==> config.mk <==
export PLATFORM = sky130hd
export DESIGN_NAME = lzc_feeder_flat
export DESIGN_NICKNAME = d
export VERILOG_FILES = /design/src/rtl/lzc_pkg.sv /design/src/rtl/lzc_feeder_if.sv /design/src/rtl/lzc_feeder.sv /design/src/flat_wrapper.sv
export SDC_FILE = /design/constraint.sdc
export NUM_CORES = 1
export LEC_CHECK = 0
export ABC_AREA = 1
export CELL_PAD_IN_SITES_DETAIL_PLACEMENT = 0
export CELL_PAD_IN_SITES_GLOBAL_PLACEMENT = 1
export CORE_ASPECT_RATIO = 1.5
export CORE_MARGIN = 2
export CORE_UTILIZATION = 38
export CTS_CLUSTER_DIAMETER = 40
export DETAILED_ROUTE_END_ITERATION = 6
export PLACE_DENSITY = 0.93
export SLEW_MARGIN = 20
export SYNTH_ARGS = -nofsm -noshare
export SYNTH_HDL_FRONTEND = slang
export SYNTH_SLANG_ARGS = --single-unit
==> constraint.sdc <==
create_clock -name clk -period 2.65 [get_ports clk]
set_input_delay 0.53 -clock clk [delete_from_list [all_inputs] [get_ports clk]]
set_output_delay 0.53 -clock clk [all_outputs]
set_load 0.05 [all_outputs]
==> src/rtl/lzc_pkg.sv <==
// Shared types and helpers for the LZC feeder: FSM state encoding, count width
// and a constant-foldable ceil-log2.
package lzc_pkg;

   typedef enum logic [1:0] {
      S_IDLE = 2'd0,
      S_SEND = 2'd1,
      S_WAIT = 2'd2,
      S_DONE = 2'd3
   } state_t;

   localparam int ZW = 6;

   // Never returns less than 1 so a counter always has at least one bit.
   function automatic int clog2(input int v);
      int r;
      r = 0;
      for (int i = 0; i < 31; i++)
         if ((1 << i) < v) r = i + 1;
      return (r < 1) ? 1 : r;
   endfunction

endpackage

==> src/rtl/lzc_feeder_if.sv <==
// Operand, LZC-side and result handshakes of the feeder bundled as one bus.
// slave is the feeder's view; master is the view of everything around it.
interface lzc_feeder_if
   import lzc_pkg::*;
#(
   parameter int WIDTH = 8,
   parameter int WORD  = 4
) ();

   logic                    in_valid;
   logic                    in_ready;
   logic [WIDTH*WORD-1:0]   in_data;
   logic                    in_mode;

   logic                    ivalid;
   logic [WIDTH-1:0]        data;
   logic                    mode;
   logic                    ovalid;
   logic [ZW-1:0]           zeros;

   logic                    res_valid;
   logic                    res_ready;
   logic [ZW-1:0]           res_zeros;
   logic                    res_err;

   modport slave (
      input  in_valid, in_data, in_mode, ovalid, zeros, res_ready,
      output in_ready, ivalid, data, mode, res_valid, res_zeros, res_err
   );

   modport master (
      output in_valid, in_data, in_mode, ovalid, zeros, res_ready,
      input  in_ready, ivalid, data, mode, res_valid, res_zeros, res_err
   );

endinterface

==> src/rtl/lzc_feeder.sv <==
// Serializes one wide operand MSB-word-first into LZC and returns its count,
// or an error flag if LZC never answers within TIMEOUT cycles.
module lzc_feeder
   import lzc_pkg::*;
#(
   parameter int WIDTH   = 8,
   parameter int WORD    = 4,
   parameter int TIMEOUT = 64
) (
   input  logic         clk,
   input  logic         rst,
   lzc_feeder_if.slave  bus
);

   localparam int OPW = WIDTH * WORD;
   localparam int WCW = clog2(WORD);
   localparam int TCW = clog2(TIMEOUT);

   state_t           state, state_nxt;
   logic [OPW-1:0]   sreg;
   logic [WCW-1:0]   wcnt;
   logic [TCW-1:0]   tcnt;
   logic             last_word;
   logic             timed_out;

   assign last_word = (wcnt == WCW'(WORD - 1));
   assign timed_out = (tcnt == TCW'(TIMEOUT - 1));

   always_ff @(posedge clk or posedge rst) begin
      if (rst) state <= S_IDLE;
      else     state <= state_nxt;
   end

   always_comb begin
      state_nxt = state;
      case (state)
         S_IDLE: if (bus.in_valid)                state_nxt = S_SEND;
         S_SEND: if (last_word)                   state_nxt = S_WAIT;
         S_WAIT: if (bus.ovalid || timed_out)     state_nxt = S_DONE;
         S_DONE: if (bus.res_ready)               state_nxt = S_IDLE;
         default:                                 state_nxt = S_IDLE;
      endcase
   end

   always_comb begin
      bus.in_ready = (state == S_IDLE);
   end

   // DATA is registered, so the first word is loaded straight from the operand
   // and sreg keeps only the words still to be sent, already left-aligned.
   always_ff @(posedge clk or posedge rst) begin
      if (rst) begin
         sreg          <= '0;
         wcnt          <= '0;
         tcnt          <= '0;
         bus.ivalid    <= 1'b0;
         bus.data      <= '0;
         bus.mode      <= 1'b0;
         bus.res_valid <= 1'b0;
         bus.res_zeros <= '0;
         bus.res_err   <= 1'b0;
      end else begin
         case (state)
            S_IDLE: begin
               if (bus.in_valid) begin
                  sreg       <= bus.in_data << WIDTH;
                  bus.data   <= bus.in_data[OPW-1 -: WIDTH];
                  bus.ivalid <= 1'b1;
                  bus.mode   <= bus.in_mode;
                  wcnt       <= '0;
               end
            end
            S_SEND: begin
               if (last_word) begin
                  bus.ivalid <= 1'b0;
                  tcnt       <= '0;
               end else begin
                  bus.data <= sreg[OPW-1 -: WIDTH];
                  sreg     <= sreg << WIDTH;
                  wcnt     <= wcnt + WCW'(1);
               end
            end
            S_WAIT: begin
               // A real answer on the final timeout cycle still beats the error.
               if (bus.ovalid) begin
                  bus.res_zeros <= bus.zeros;
                  bus.res_err   <= 1'b0;
                  bus.res_valid <= 1'b1;
               end else if (timed_out) begin
                  bus.res_zeros <= '0;
                  bus.res_err   <= 1'b1;
                  bus.res_valid <= 1'b1;
               end else begin
                  tcnt <= tcnt + TCW'(1);
               end
            end
            S_DONE: begin
               if (bus.res_ready) bus.res_valid <= 1'b0;
            end
            default: ;
         endcase
      end
   end

endmodule

==> src/flat_wrapper.sv <==
// flat-port wrapper written by rule: the top's interface ports become plain ports
module lzc_feeder_flat import lzc_pkg::*;
#(
   parameter int WIDTH   = 8,
   parameter int WORD    = 4,
   parameter int TIMEOUT = 64
)
  (clk, rst, bus_in_valid, bus_in_data, bus_in_mode, bus_ovalid, bus_zeros, bus_res_ready, bus_in_ready, bus_ivalid, bus_data, bus_mode, bus_res_valid, bus_res_zeros, bus_res_err);
  lzc_feeder_if #(.WIDTH(WIDTH), .WORD(WORD)) bus_i ();
  input  logic clk;
  input  logic rst;
  input wire logic [$bits(bus_i.in_valid)-1:0] bus_in_valid;
  input wire logic [$bits(bus_i.in_data)-1:0] bus_in_data;
  input wire logic [$bits(bus_i.in_mode)-1:0] bus_in_mode;
  input wire logic [$bits(bus_i.ovalid)-1:0] bus_ovalid;
  input wire logic [$bits(bus_i.zeros)-1:0] bus_zeros;
  input wire logic [$bits(bus_i.res_ready)-1:0] bus_res_ready;
  output wire logic [$bits(bus_i.in_ready)-1:0] bus_in_ready;
  output wire logic [$bits(bus_i.ivalid)-1:0] bus_ivalid;
  output wire logic [$bits(bus_i.data)-1:0] bus_data;
  output wire logic [$bits(bus_i.mode)-1:0] bus_mode;
  output wire logic [$bits(bus_i.res_valid)-1:0] bus_res_valid;
  output wire logic [$bits(bus_i.res_zeros)-1:0] bus_res_zeros;
  output wire logic [$bits(bus_i.res_err)-1:0] bus_res_err;
  assign bus_i.in_valid = bus_in_valid;
  assign bus_i.in_data = bus_in_data;
  assign bus_i.in_mode = bus_in_mode;
  assign bus_i.ovalid = bus_ovalid;
  assign bus_i.zeros = bus_zeros;
  assign bus_i.res_ready = bus_res_ready;
  assign bus_in_ready = bus_i.in_ready;
  assign bus_ivalid = bus_i.ivalid;
  assign bus_data = bus_i.data;
  assign bus_mode = bus_i.mode;
  assign bus_res_valid = bus_i.res_valid;
  assign bus_res_zeros = bus_i.res_zeros;
  assign bus_res_err = bus_i.res_err;
  lzc_feeder #(.WIDTH(WIDTH), .WORD(WORD), .TIMEOUT(TIMEOUT)) u_core (.clk(clk), .rst(rst), .bus(bus_i));
endmodule
======== After elaboration in Yosys (flattened, before gate mapping) ========
Cells that the tools add are included.
operators by class
  $add $sub $neg .......................... 2
  multiply operators ...................... 0
  divide/modulo/power cells ............... 0
  magnitude comparators ................... 0
  equal/unequal tests ..................... 13
  shift operators ......................... 0
  multiplexer cells ....................... 28
  bitwise gates (word level) .............. 0
  reductions and logical operators ........ 13
operators by type and width
  kind                 number
  $mux 32              2
  $pmux 32 s2          1
  $mux 6               5
  $mux 8               2
  $pmux 8 s2           1
  $mux 2               6
  $pmux 6 s2           1
  $ne 2x2->1 const B   5
  $reduce_and 3->1     3
  $pmux 2 s4           1
  $reduce_and 4->1     2
  $reduce_bool 2->1    4
  $add 6x1->6 const B  1
  $eq 2x2->1 const B   3
  $eq 6x6->1 const B   1
  $mux 1               6
  $ne 2x1->1 const B   2
  $pmux 1 s2           2
  $pmux 2 s2           1
  $reduce_and 2->1     2
  $ne 3x2->1 const B   1
  $add 2x1->2 const B  1
  $eq 2x1->1 const B   1
  $logic_not 2->1      1
  $logic_or 1x1->1     1
word-level totals
  bits in registers ....................... 60
  latch bits .............................. 0
  memory bits (writable) .................. 0
  ROM bits ................................ 0
  input port bits ......................... 44
  output and inout bits ................... 19
  logic and storage cells ................. 66
  memories ................................ 0

======== Longest topological paths before layout ========
  depth after elaboration ................. 4
  mapped depth ............................ 10
  mapped depth without buffers ............ 10

======== Least setup slack after synthesis ========
No wires, ideal clock.
  path type ............................... reg2reg
  start ................................... register u_core.state[0]
  end ..................................... register u_core.bus.data[0]
  setup time .............................. 0.077 ns
  arrival time ............................ 1.748 ns
  required time ........................... 2.573 ns
  slack ................................... 0.824 ns
  cell stages (with the launch flop) ...... 8
  path buffers ............................ 1
  period minus slack after synthesis ...... 1.826 ns
  cells stage by stage .................... dfrtp_1 > inv_1 > ha_1 > nand2_1 > a22oi_2 > buf_4 > nor2_1 > a21oi_1
on the way
  cells in the longest elaborated chain, start to end .. 3
  elaborated cells between the ends (all ways) .. 7
  those cells by class .................... eq/ne: 3; mux: 1; reduce/logical: 3
ends and longest elaborated chain
  what                                                       RTL line             text
  start, declared                                            lzc_feeder.sv:19     state_t state, state_nxt;
  start signal, assigned                                     lzc_feeder.sv:31     else state <= state_nxt;
  $logic_not 2->1 *                                          --
  named net bus_in_ready                                     flat_wrapper.sv:18   output wire logic [$bits(bus_i.in_ready)-1:0] bus_in_ready;
  $ne 2x2->1 (no line) or $reduce_bool 2->1 (tied branches)  --
  $reduce_and 3->1 (no line)                                 --
  end signal, assigned                                       lzc_feeder.sv:67     bus.data <= bus.in_data[OPW-1 -: WIDTH];
  end signal, assigned                                       lzc_feeder.sv:78     bus.data <= sreg[OPW-1 -: WIDTH];
  end, declared                                              lzc_feeder_if.sv:28  output in_ready, ivalid, data, mode, res_valid, res_zeros, res_err
The timed path passes the listed nets; every way through them passes the cells marked *.
A chain may end at the register's enable or synchronous reset.

======== Final worst setup path ========
  start ................................... register u_core.state[1]
  end ..................................... output port bus_in_ready
on the way
  cells in the longest elaborated chain, start to end .. 1
ends and longest elaborated chain
  what             RTL line            text
  $logic_not 2->1  lzc_feeder.sv:46    bus.in_ready = (state == S_IDLE);
  end, declared    flat_wrapper.sv:18
Every way passes these cells.

==> flow_metrics.env <==
export IMPL_period_minus_slack_ns=2.397
export IMPL_multi_input_area_um2=999.7
export IMPL_place_gp_congestion=0.7755
export IMPL_syn_area_per_cell_um2=8.001
export IMPL_finClkSkew_ns=0.006293
export IMPL_clk_latency_ns=0.30
export IMPL_cp_start_kind="flop"
export IMPL_dp_hpwl_um=3889
export IMPL_ys_types=23
export IMPL_status="finished, final reports clean"
export IMPL_io_buffer_count=62
export IMPL_antennaDiodeCount=0
export IMPL_endpoint_kind="output port"
export IMPL_tns_ns=0
export IMPL_finalHoldViolCount=0
export IMPL_drt_pass1_iterations=4
export IMPL_ys_seq_area_share_pct=51.31
export IMPL_worst_path_stages=3
export IMPL_netSwitchingFraction_pct=46.23
export IMPL_cts_sinks=52
export IMPL_hp_class="reg2reg"
export IMPL_clock_power_share_pct=12.3
export IMPL_synthFlopType="dfrtp_1"
export IMPL_yosys_area_share_simple_pct=21.41
export IMPL_h_tree_depth=2
export IMPL_clockBufferDepth=2
export IMPL_dieHeight_um=104.1
export IMPL_nets=426
export IMPL_synth_compound_area_share_pct=14.70
export IMPL_crit_arrival_ns=1.87
export IMPL_ctsHoldBuffers=0
export IMPL_power_density_mw_per_mm2=1138
export IMPL_initialDrtViolationCount=82
export IMPL_clk_pin_slew_ns=0.09
export IMPL_tightest_slew_ns=0.5123
export IMPL_grt_pass1_wl_um=9073
export IMPL_rr_worst_depth=9
export IMPL_p_int_mw=2.042
export IMPL_timing_fmax_mhz=417.2
export IMPL_holdPathStages=2
export IMPL_leakage_nw=1.559
export IMPL_layout_commonest_cell="nand2_1"
export IMPL_yosys_warnings=0
export IMPL_finalCritPeriodShare_pct=90.45
export IMPL_whs_ns=0.4862
export IMPL_async_flop_share_pct=100.0
export IMPL_p_switching_mw=1.755
export IMPL_grt_max_degree=61
export IMPL_die_w_um=70.71
export IMPL_synth_mux_area_share_pct=0
export IMPL_wl_per_cell_um=11.93
export IMPL_max_stage_delay_ns=0.82
export IMPL_cts_resized_gates=0
export IMPL_fp_dieArea_mm2=0.007357
export IMPL_postRouteAntennaNets=0
export IMPL_synthAdderAreaFrac_pct=2.960
export IMPL_std_cell_rows=36
export IMPL_clock_root_buffer="clkbuf_8"
export IMPL_p_seq_share_pct=33.1
export IMPL_grt_pass1_vias=2138
export IMPL_cp_required_ns=2.12
export IMPL_cts_setup_buffers=0
export IMPL_cp_slowest_cell="clkdlybuf4s50_1"
export IMPL_track_usage_pct=15.20
export IMPL_synth_seq_cells=52
export IMPL_cts_made_buffers=5
export IMPL_syn_instance_count=317
export IMPL_fp_coreArea_mm2=0.006486
export IMPL_crit_fanout=4
export IMPL_vias=2149
export IMPL_area_delta_synth_final_pct=31.52
export IMPL_layout_common_cells="nand2_1, clkdlybuf4s50_1, dfrtp_1"
export IMPL_maxCapViolCount=0
export IMPL_cts_tree="done"
export IMPL_relSlewSlack_pct=65.74
export IMPL_drc=0
export IMPL_combPwrFrac_pct=54.6
export IMPL_netlist_area_mm2=0.002536
export IMPL_seq_area_mm2=0.001301
export IMPL_routed_wl_um=5406
export IMPL_detail_route_vias_per_cell=4.744
export IMPL_synth_edf_count=0
export IMPL_worstSetupPathType="reg2out"
export IMPL_antenna_found_initial=0
export IMPL_syn_num_nets=367
export IMPL_setup_viol_count_final=0
export IMPL_layout_drive_gt1_share_pct=3.979
export IMPL_worstPathCellList="inv_1 -> ha_1 -> clkdlybuf4s50_1"
export IMPL_ios=63
export IMPL_critPathBufInv=2
export IMPL_start_util_pct=39.10
export IMPL_slew_viol_final=0
export IMPL_irDropWorstVdd_uv=803.5
export IMPL_synth_top_family_by_area="simple AND/OR/NAND/NOR gates"
export IMPL_grt_overflow=0
export IMPL_synth_xor_area_share_pct=0.3453
export IMPL_cp_top_family="buffers and inverters"
export IMPL_rsz0062_at_grt="false"
export IMPL_filler_cell_count=659
-- registers in the layout (all words and copies together) (netlist names) --
register              cells
u_core.bus.data           8
u_core.bus.res_zeros      6
u_core.tcnt               6
u_core.bus.mode           1
u_core.state              2
u_core.wcnt               2
u_core.bus.ivalid         1
u_core.sreg              24
u_core.bus.res_err        1
u_core.bus.res_valid      1
-- logic make-up (layout without fill, tap and decap cells) --
family,after synthesis,after routing
and+or+nand+nor,132,132
AOI/OAI and AO/OA,69,69
buffers and inverters,57,117
DFF,52,52
adders and majority gates,6,6
xor gates and xnor gates,1,1
-- layer usage --
metal	GRT usage (%)	routed length, um
met4	5.256	63
met1	17.34	2282
met3	2.713	264
met5	0	0
met2	27.84	2796
-- power by group through the flow --
stage / combinational, mW / clock, mW / sequential, mW
after floorplan: 1.08 / 0 / 1.69
after global placement: 2.07 / 0 / 1.27
after detailed placement: 2.10 / 0 / 1.28
after CTS: 2.11 / 0.489 / 1.26
after global routing: 2.32 / 0.510 / 1.29
final: 2.07 / 0.466 / 1.26
-- cells in the mapped netlist, types with 2 or more instances --
master     n  share of area, %
o21a_1     8               2.4
a21oi_1   10               2.0
o21ai_0   48               9.5
o21ai_1    2              0.39
nor2_1    17               2.5
nand2_1   88                13
dfrtp_1   52                51
nand3_1   21               4.1
ha_1       6               3.0
clkbuf_1   3              0.44
inv_1     42               6.2
buf_2      7               1.4
nand3b_1   3              0.89
-- per-stage QoR --
step	power (mW)	utilization [%]	area (um2)	instances	worst slack [ns]
CTS	3.862	51.43	3336	453	0.2309
global placement	3.334	49.98	3242	445	0.6164
detailed placement	3.376	49.98	3242	445	0.5860
floorplan	2.769	-	2536	317	0.8241
finish	3.797	51.43	3336	453	0.2531
global route	4.122	51.43	3336	453	0.1851
-- worst reg2reg max path, cell delays in order (launching register included) --
cell and delay [ns]:
dfrtp_1 0.42, inv_1 0.09, ha_1 0.42, nand2_1 0.29, nand2_1 0.14, nor2_1 0.06
nand2_2 0.15, inv_1 0.08, nand3_1 0.07, nand2_1 0.05
-- cell type report --
class,count,area share [%]
Clock buffer,7,2.588
Sequential cell,52,39.01
Timing Repair Buffer,65,20.41
Inverter,44,4.951
Multi-Input combinational cell,208,29.97
Tap cell,76,2.851
Clock inverter,1,0.2251
-- final timing paths --
| kind | from | end | slack [ns] |
|---|---|---|---|
| min reg2reg | u_core.bus.res_valid$_DFFE_PP0P_ | u_core.bus.res_valid$_DFFE_PP0P_ | 0.49 |
| max | u_core.state[1]$_DFFE_PP0P_ | bus_in_ready | 0.25 |
| max in group asynchronous | rst | u_core.sreg[15]$_DFFE_PP0P_ | 1.82 |
| max reg2reg | u_core.state[0]$_DFFE_PP0P_ | u_core.tcnt[4]$_DFFE_PP0P_ | 0.77 |
| min | u_core.bus.res_valid$_DFFE_PP0P_ | u_core.bus.res_valid$_DFFE_PP0P_ | 0.49 |
| min in group asynchronous | rst | u_core.bus.data[7]$_DFFE_PP0P_ | 0.58 |
No activity file was read; power rests on OpenSTA's default activity.
